$ cat src/rtl/branch_predict_unit.sv
// branch_predict_unit: direct-mapped BTB with per-entry saturating counters,
// zero-latency fetch lookup, EX-side training, mispredict redirect and statistics.
module branch_predict_unit #(
   parameter int ENTRIES = 64,
   parameter int TAG_W   = 8,
   parameter int CNT_W   = 2
) (
   input  logic        clk,
   input  logic        rst,
   input  logic [31:0] if_pc,
   output logic        pred_hit,
   output logic        pred_taken,
   output logic [31:0] pred_target,
   input  logic        upd_valid,
   input  logic [31:0] upd_pc,
   input  logic        upd_is_jump,
   input  logic        upd_taken,
   input  logic [31:0] upd_target,
   input  logic        upd_pred_taken,
   input  logic [31:0] upd_pred_target,
   input  logic        flush_all,
   output logic        mispredict,
   output logic [31:0] redirect_pc,
   output logic [31:0] branch_cnt,
   output logic [31:0] mispred_cnt
);
   localparam int IDX_W = $clog2(ENTRIES);
   localparam logic [CNT_W-1:0] L_MAX = '1;
   localparam logic [CNT_W-1:0] L_WT  = {1'b1, {(CNT_W-1){1'b0}}};
   localparam logic [CNT_W-1:0] L_WNT = {1'b0, {(CNT_W-1){1'b1}}};

   logic [ENTRIES-1:0] r_valid;
   logic [ENTRIES-1:0] r_jump;
   logic [TAG_W-1:0]   r_tag    [ENTRIES];
   logic [31:0]        r_target [ENTRIES];
   logic [CNT_W-1:0]   r_cnt    [ENTRIES];
   logic [31:0]        r_branch_cnt;
   logic [31:0]        r_mispred_cnt;

   logic [IDX_W-1:0] w_lidx, w_uidx;
   logic [TAG_W-1:0] w_ltag, w_utag;
   logic             w_uhit;
   logic [CNT_W-1:0] w_ucnt, w_cnt_nxt;
   logic             w_unused_bits;

   assign w_lidx = if_pc[IDX_W+1:2];
   assign w_ltag = if_pc[IDX_W+TAG_W+1:IDX_W+2];
   assign w_uidx = upd_pc[IDX_W+1:2];
   assign w_utag = upd_pc[IDX_W+TAG_W+1:IDX_W+2];
   assign w_unused_bits = ^{if_pc, upd_pc};

   assign pred_hit    = r_valid[w_lidx] & (r_tag[w_lidx] == w_ltag);
   assign pred_taken  = pred_hit & (r_jump[w_lidx] | r_cnt[w_lidx][CNT_W-1]);
   assign pred_target = pred_taken ? r_target[w_lidx] : if_pc + 32'd4;

   assign mispredict  = upd_valid & ((upd_pred_taken != upd_taken) |
                                     (upd_taken & (upd_pred_target != upd_target)));
   assign redirect_pc = upd_taken ? upd_target : upd_pc + 32'd4;
   assign branch_cnt  = r_branch_cnt;
   assign mispred_cnt = r_mispred_cnt;

   assign w_uhit = r_valid[w_uidx] & (r_tag[w_uidx] == w_utag);
   assign w_ucnt = r_cnt[w_uidx];

   always_comb begin
      w_cnt_nxt = upd_is_jump ? L_MAX :
                  upd_taken   ? ((w_ucnt == L_MAX) ? L_MAX : w_ucnt + 1'b1) :
                                ((w_ucnt == '0) ? '0 : w_ucnt - 1'b1);
   end

   // flush wins over a same-edge update, so nothing is allocated that edge
   always_ff @(posedge clk or negedge rst) begin
      if (!rst) begin
         r_valid <= '0;
         r_jump  <= '0;
         for (int i = 0; i < ENTRIES; i++) begin
            r_tag[i]    <= '0;
            r_target[i] <= '0;
            r_cnt[i]    <= L_WNT;
         end
      end else if (flush_all) begin
         r_valid <= '0;
      end else if (upd_valid) begin
         if (w_uhit) begin
            r_cnt[w_uidx] <= w_cnt_nxt;
            if (upd_taken | upd_is_jump) r_target[w_uidx] <= upd_target;
         end else if (upd_taken) begin
            r_valid[w_uidx]  <= 1'b1;
            r_jump[w_uidx]   <= upd_is_jump;
            r_tag[w_uidx]    <= w_utag;
            r_target[w_uidx] <= upd_target;
            r_cnt[w_uidx]    <= upd_is_jump ? L_MAX : L_WT;
         end
      end
   end

   always_ff @(posedge clk or negedge rst) begin
      if (!rst) begin
         r_branch_cnt  <= '0;
         r_mispred_cnt <= '0;
      end else begin
         if (upd_valid & ~&r_branch_cnt) r_branch_cnt <= r_branch_cnt + 32'd1;
         if (mispredict & ~&r_mispred_cnt) r_mispred_cnt <= r_mispred_cnt + 32'd1;
      end
   end
endmodule
$ cat config.mk
export PLATFORM = sky130hd
export DESIGN_NAME = branch_predict_unit
export DESIGN_NICKNAME = d
export VERILOG_FILES = /design/src/rtl/branch_predict_unit.sv
export SDC_FILE = /design/constraint.sdc
export NUM_CORES = 2
export LEC_CHECK = 0
export BUFFER_PORTS_ARGS = -buffer_cell sky130_fd_sc_hd__clkbuf_2
export CORE_MARGIN = 5
export CORE_UTILIZATION = 50
export DETAILED_ROUTE_END_ITERATION = 7
export GPL_ROUTABILITY_DRIVEN = 0
export PLACE_DENSITY = 0.67
export SLEW_MARGIN = 10
export SYNTH_ARGS = -nofsm -noshare
export SYNTH_HDL_FRONTEND = slang
export SYNTH_SLANG_ARGS = --single-unit
$ cat constraint.sdc
create_clock -name clk -period 9.78 [get_ports clk]
set_input_delay 1.956 -clock clk [delete_from_list [all_inputs] [get_ports clk]]
set_output_delay 1.956 -clock clk [all_outputs]
set_load 0.01 [all_outputs]
==> impl_metrics.sql <==
INSERT INTO impl_metrics (metric_group, metric, value, unit) VALUES
('status', 'outcome', 'completed', ''),
('clock_tree', 'postCtsSetupBuffers', '0', ''),
('sta', 'max_slew_margin', '3.29', '%'),
('synthesis', 'netlist.area_leader.share', '50.9', '%'),
('route', 'dr.pass1.iters', '7', ''),
('worst_setup_path', 'timing.critical_path.required', '7.82', 'ns'),
('synthesis', 'synth_area', '138000', 'um2'),
('synthesis', 'postSynth.asyncResetShare', '100', '%'),
('finish', 'drive_gt1_share', '49.6', '%'),
('worst_setup_path', 'worstSetupEndpointType', 'output pin', ''),
('sta', 'final_worst_path_period_need', '8.76', 'ns'),
('clock_tree', 'clock_sink_count', '2880', ''),
('power', 'vdd_drop_max', '162', 'uV'),
('power', 'swShare', '24.7', '%'),
('synthesis', 'synth-seq-cells', '2880', ''),
('synthesis', 'synth.top_cells.by_area', 'dfrtp_1 (51%), mux2_2 (21%), mux4_2 (14%), clkbuf_1 (2.0%), dfstp_2 (1.2%)', ''),
('floorplanning', 'initial_core_util', '50.1', '%'),
('floorplanning', 'die_h', '536', 'um'),
('sta', 'post-route-worst-setup-slack', '1.02', 'ns'),
('power', 'leakagePower', '73.4', 'nW'),
('synthesis', 'yosysWarnings', '0', ''),
('synthesis', 'netlist.top_cell.by_area', 'dfrtp_1', ''),
('clock_tree', 'cts_inserted_buffers', '316', ''),
('global_route', 'grt.total_usage', '31.0', '%'),
('global_route', 'grt_max_degree', '174', ''),
('finish', 'ff_latch_area', '72100', 'um2'),
('clock_tree', 'clk_path_buf_depth', '4', ''),
('worst_setup_path', 'data_arrival_time_of_the_critical_path', '6.80', 'ns'),
('sta', 'final_hold_viol_count', '0', ''),
('placement', 'post_dp_cell_area', '145000', 'um2'),
('flow_run', 'max_cap_viol_count', '0', ''),
('synthesis', 'syn-mean-instance-area', '14.8', 'um2'),
('finish', 'filler_cells', '21700', ''),
('floorplanning', 'die_w', '536', 'um'),
('clock_tree', 'cts.clk_slew.worst_paths', '0.05', 'ns'),
('synthesis', 'syn-num-nets', '9496', ''),
('finish', 'highest_count_cells_in_the_layout_ignoring_fill_and_taps', 'dfrtp_1 (2816), mux2_2 (2564), mux4_2 (869)', ''),
('sta', 'worstMarginPinSlew', '1.44', 'ns'),
('floorplanning', 'placement_rows', '193', ''),
('clock_tree', 'cts_tree', 'yes', ''),
('sta', 'finalClockSkew', '0.0618', 'ns'),
('power', 'switching_power_summed_over_all_nets', '6.88', 'mW'),
('placement', 'place_worst_setup_slack', '1.10', 'ns'),
('power', 'power.combinational.fraction', '9.2', '%'),
('finish', 'multi_input_area', '63500', 'um2'),
('sta', 'rsz0062_at_grt', 'false', ''),
('clock_tree', 'cts_hold_repair.buffers', '0', ''),
('clock_tree', 'clk_latency', '0.93', 'ns'),
('synthesis', 'number_of_flops_mapped_to_enable_cells_by_yosys', '0', ''),
('placement', 'placed_cells_incl_taps', '12700', ''),
('floorplanning', 'core', '276000', 'um2'),
('worst_setup_path', 'worst_setup_path_start_kind', 'primary input', ''),
('route', 'postRouteAntennaNets', '0', ''),
('power', 'power.clock.fraction', '44.7', '%'),
('power', 'power.internal', '21.0', 'mW'),
('global_route', 'global_route_wire_length_before_repair', '656000', 'um'),
('sta', 'setup_viol', '0', ''),
('sta', 'maxClockFrequency', '114', 'MHz'),
('global_route', 'grt_overflow', '0', ''),
('finish', 'finish.instance_area', '156000', 'um2'),
('route', 'detail_route.wl_per_cell', '33.6', 'um'),
('global_route', 'grt_antenna_before_repair', '23', ''),
('sta', 'setup_tns', '0', 'ns'),
('min_path', 'hold_path.class', 'flip-flop to flip-flop', ''),
('sta', 'final_max_slew_viols', '0', ''),
('placement', 'place.port_buffers', '265', ''),
('clock_tree', 'post_cts_resize_count', '0', ''),
('finish', 'fin_nets', '9499', ''),
('synthesis', 'count_of_cell_types_in_the_netlist', '67', ''),
('global_route', 'first_global_vias', '92200', ''),
('power', 'fin_total_pwr', '27.8', 'mW');
[critical path, stage by stage]
cell	delay [ns]
buf_8	0.45
inv_2	0.52
buf_4	0.36
mux2i_1	0.18
nor3_1	0.11
a211oi_1	0.46
o211ai_1	0.20
xor2_1	0.18
or4_1	0.64
or3_2	0.56
buf_4	0.33
mux2_2	0.47
clkbuf_2	0.20
[cell usage after synthesis (79+ instances only)]
master and n:
dfrtp_1 2816, mux2_2 2564, mux4_2 869, clkbuf_1 729, a21oi_1 287, nand2_1 220
nor2_1 183, mux2i_1 149, mux2_1 141, o22ai_1 108, xnor2_1 96, buf_2 92
a31oi_1 80, buf_1 79
[layer usage]
metal	global-route usage [%]	part of all wire [%]	vias to the layer above
met5	0	0.014	-
met4	17.4	6.7	10
met3	6.36	8.3	1224
met2	47.3	46	4294
met1	41.9	39	47900
li1	-	-	35400
[power groups by stage]
stage | Clock (mW) | Combinational [mW] | Sequential, mW
4_1_cts | 12.6 | 2.56 | 12.8
2_1_floorplan | 0 | 1.55 | 12.9
3_5_place_dp | 0 | 2.55 | 13.0
6_report | 12.4 | 2.55 | 12.8
3_3_place_gp | 0 | 2.49 | 13.0
5_1_grt | 13.1 | 2.73 | 12.9
[logic make-up after synthesis]
kind of cell    share of synthesized area, %
compound gates                          4.15
xor+xnor                                1.04
fa+ha+maj                             0.0506
buf+inv                                 2.63
flops                                   52.1
mux                                     37.2
simple gates                            2.76
[state kept, by name (all words and copies together) (netlist names)]
name and flops:
branch_cnt 32, r_target 2048, r_jump 64, mispred_cnt 32, r_valid 64, r_tag 512
r_cnt 128
[worst paths after layout]
| kind | from | end | slack, ns | depth (start not counted) |
|---|---|---|---|---|
| setup reg to reg | r_tag[480] | r_target[158] | 4.84 | 13 |
| hold / removal | r_target[1780] | r_target[1780] | 0.49 | 1 |
| hold reg to reg | r_target[1780] | r_target[1780] | 0.49 | 1 |
| min in group asynchronous | rst | r_valid[41] | 1.09 | 1 |
| max in group asynchronous | rst | r_target[608] | 6.30 | 3 |
| setup / recovery | if_pc[4] | pred_target[14] | 1.02 | 13 |
[final cells by class]
class | count | area share (%)
inverter | 27 | 0.0707
clock inverter | 113 | 0.977
timing repair buffer | 590 | 2.77
clock buffer | 448 | 5.99
tap | 3705 | 2.98
sequential | 2880 | 46.3
multi-input combinational | 5545 | 40.8
antenna | 34 | 0.0547
(Power assumes the default switching activity.)
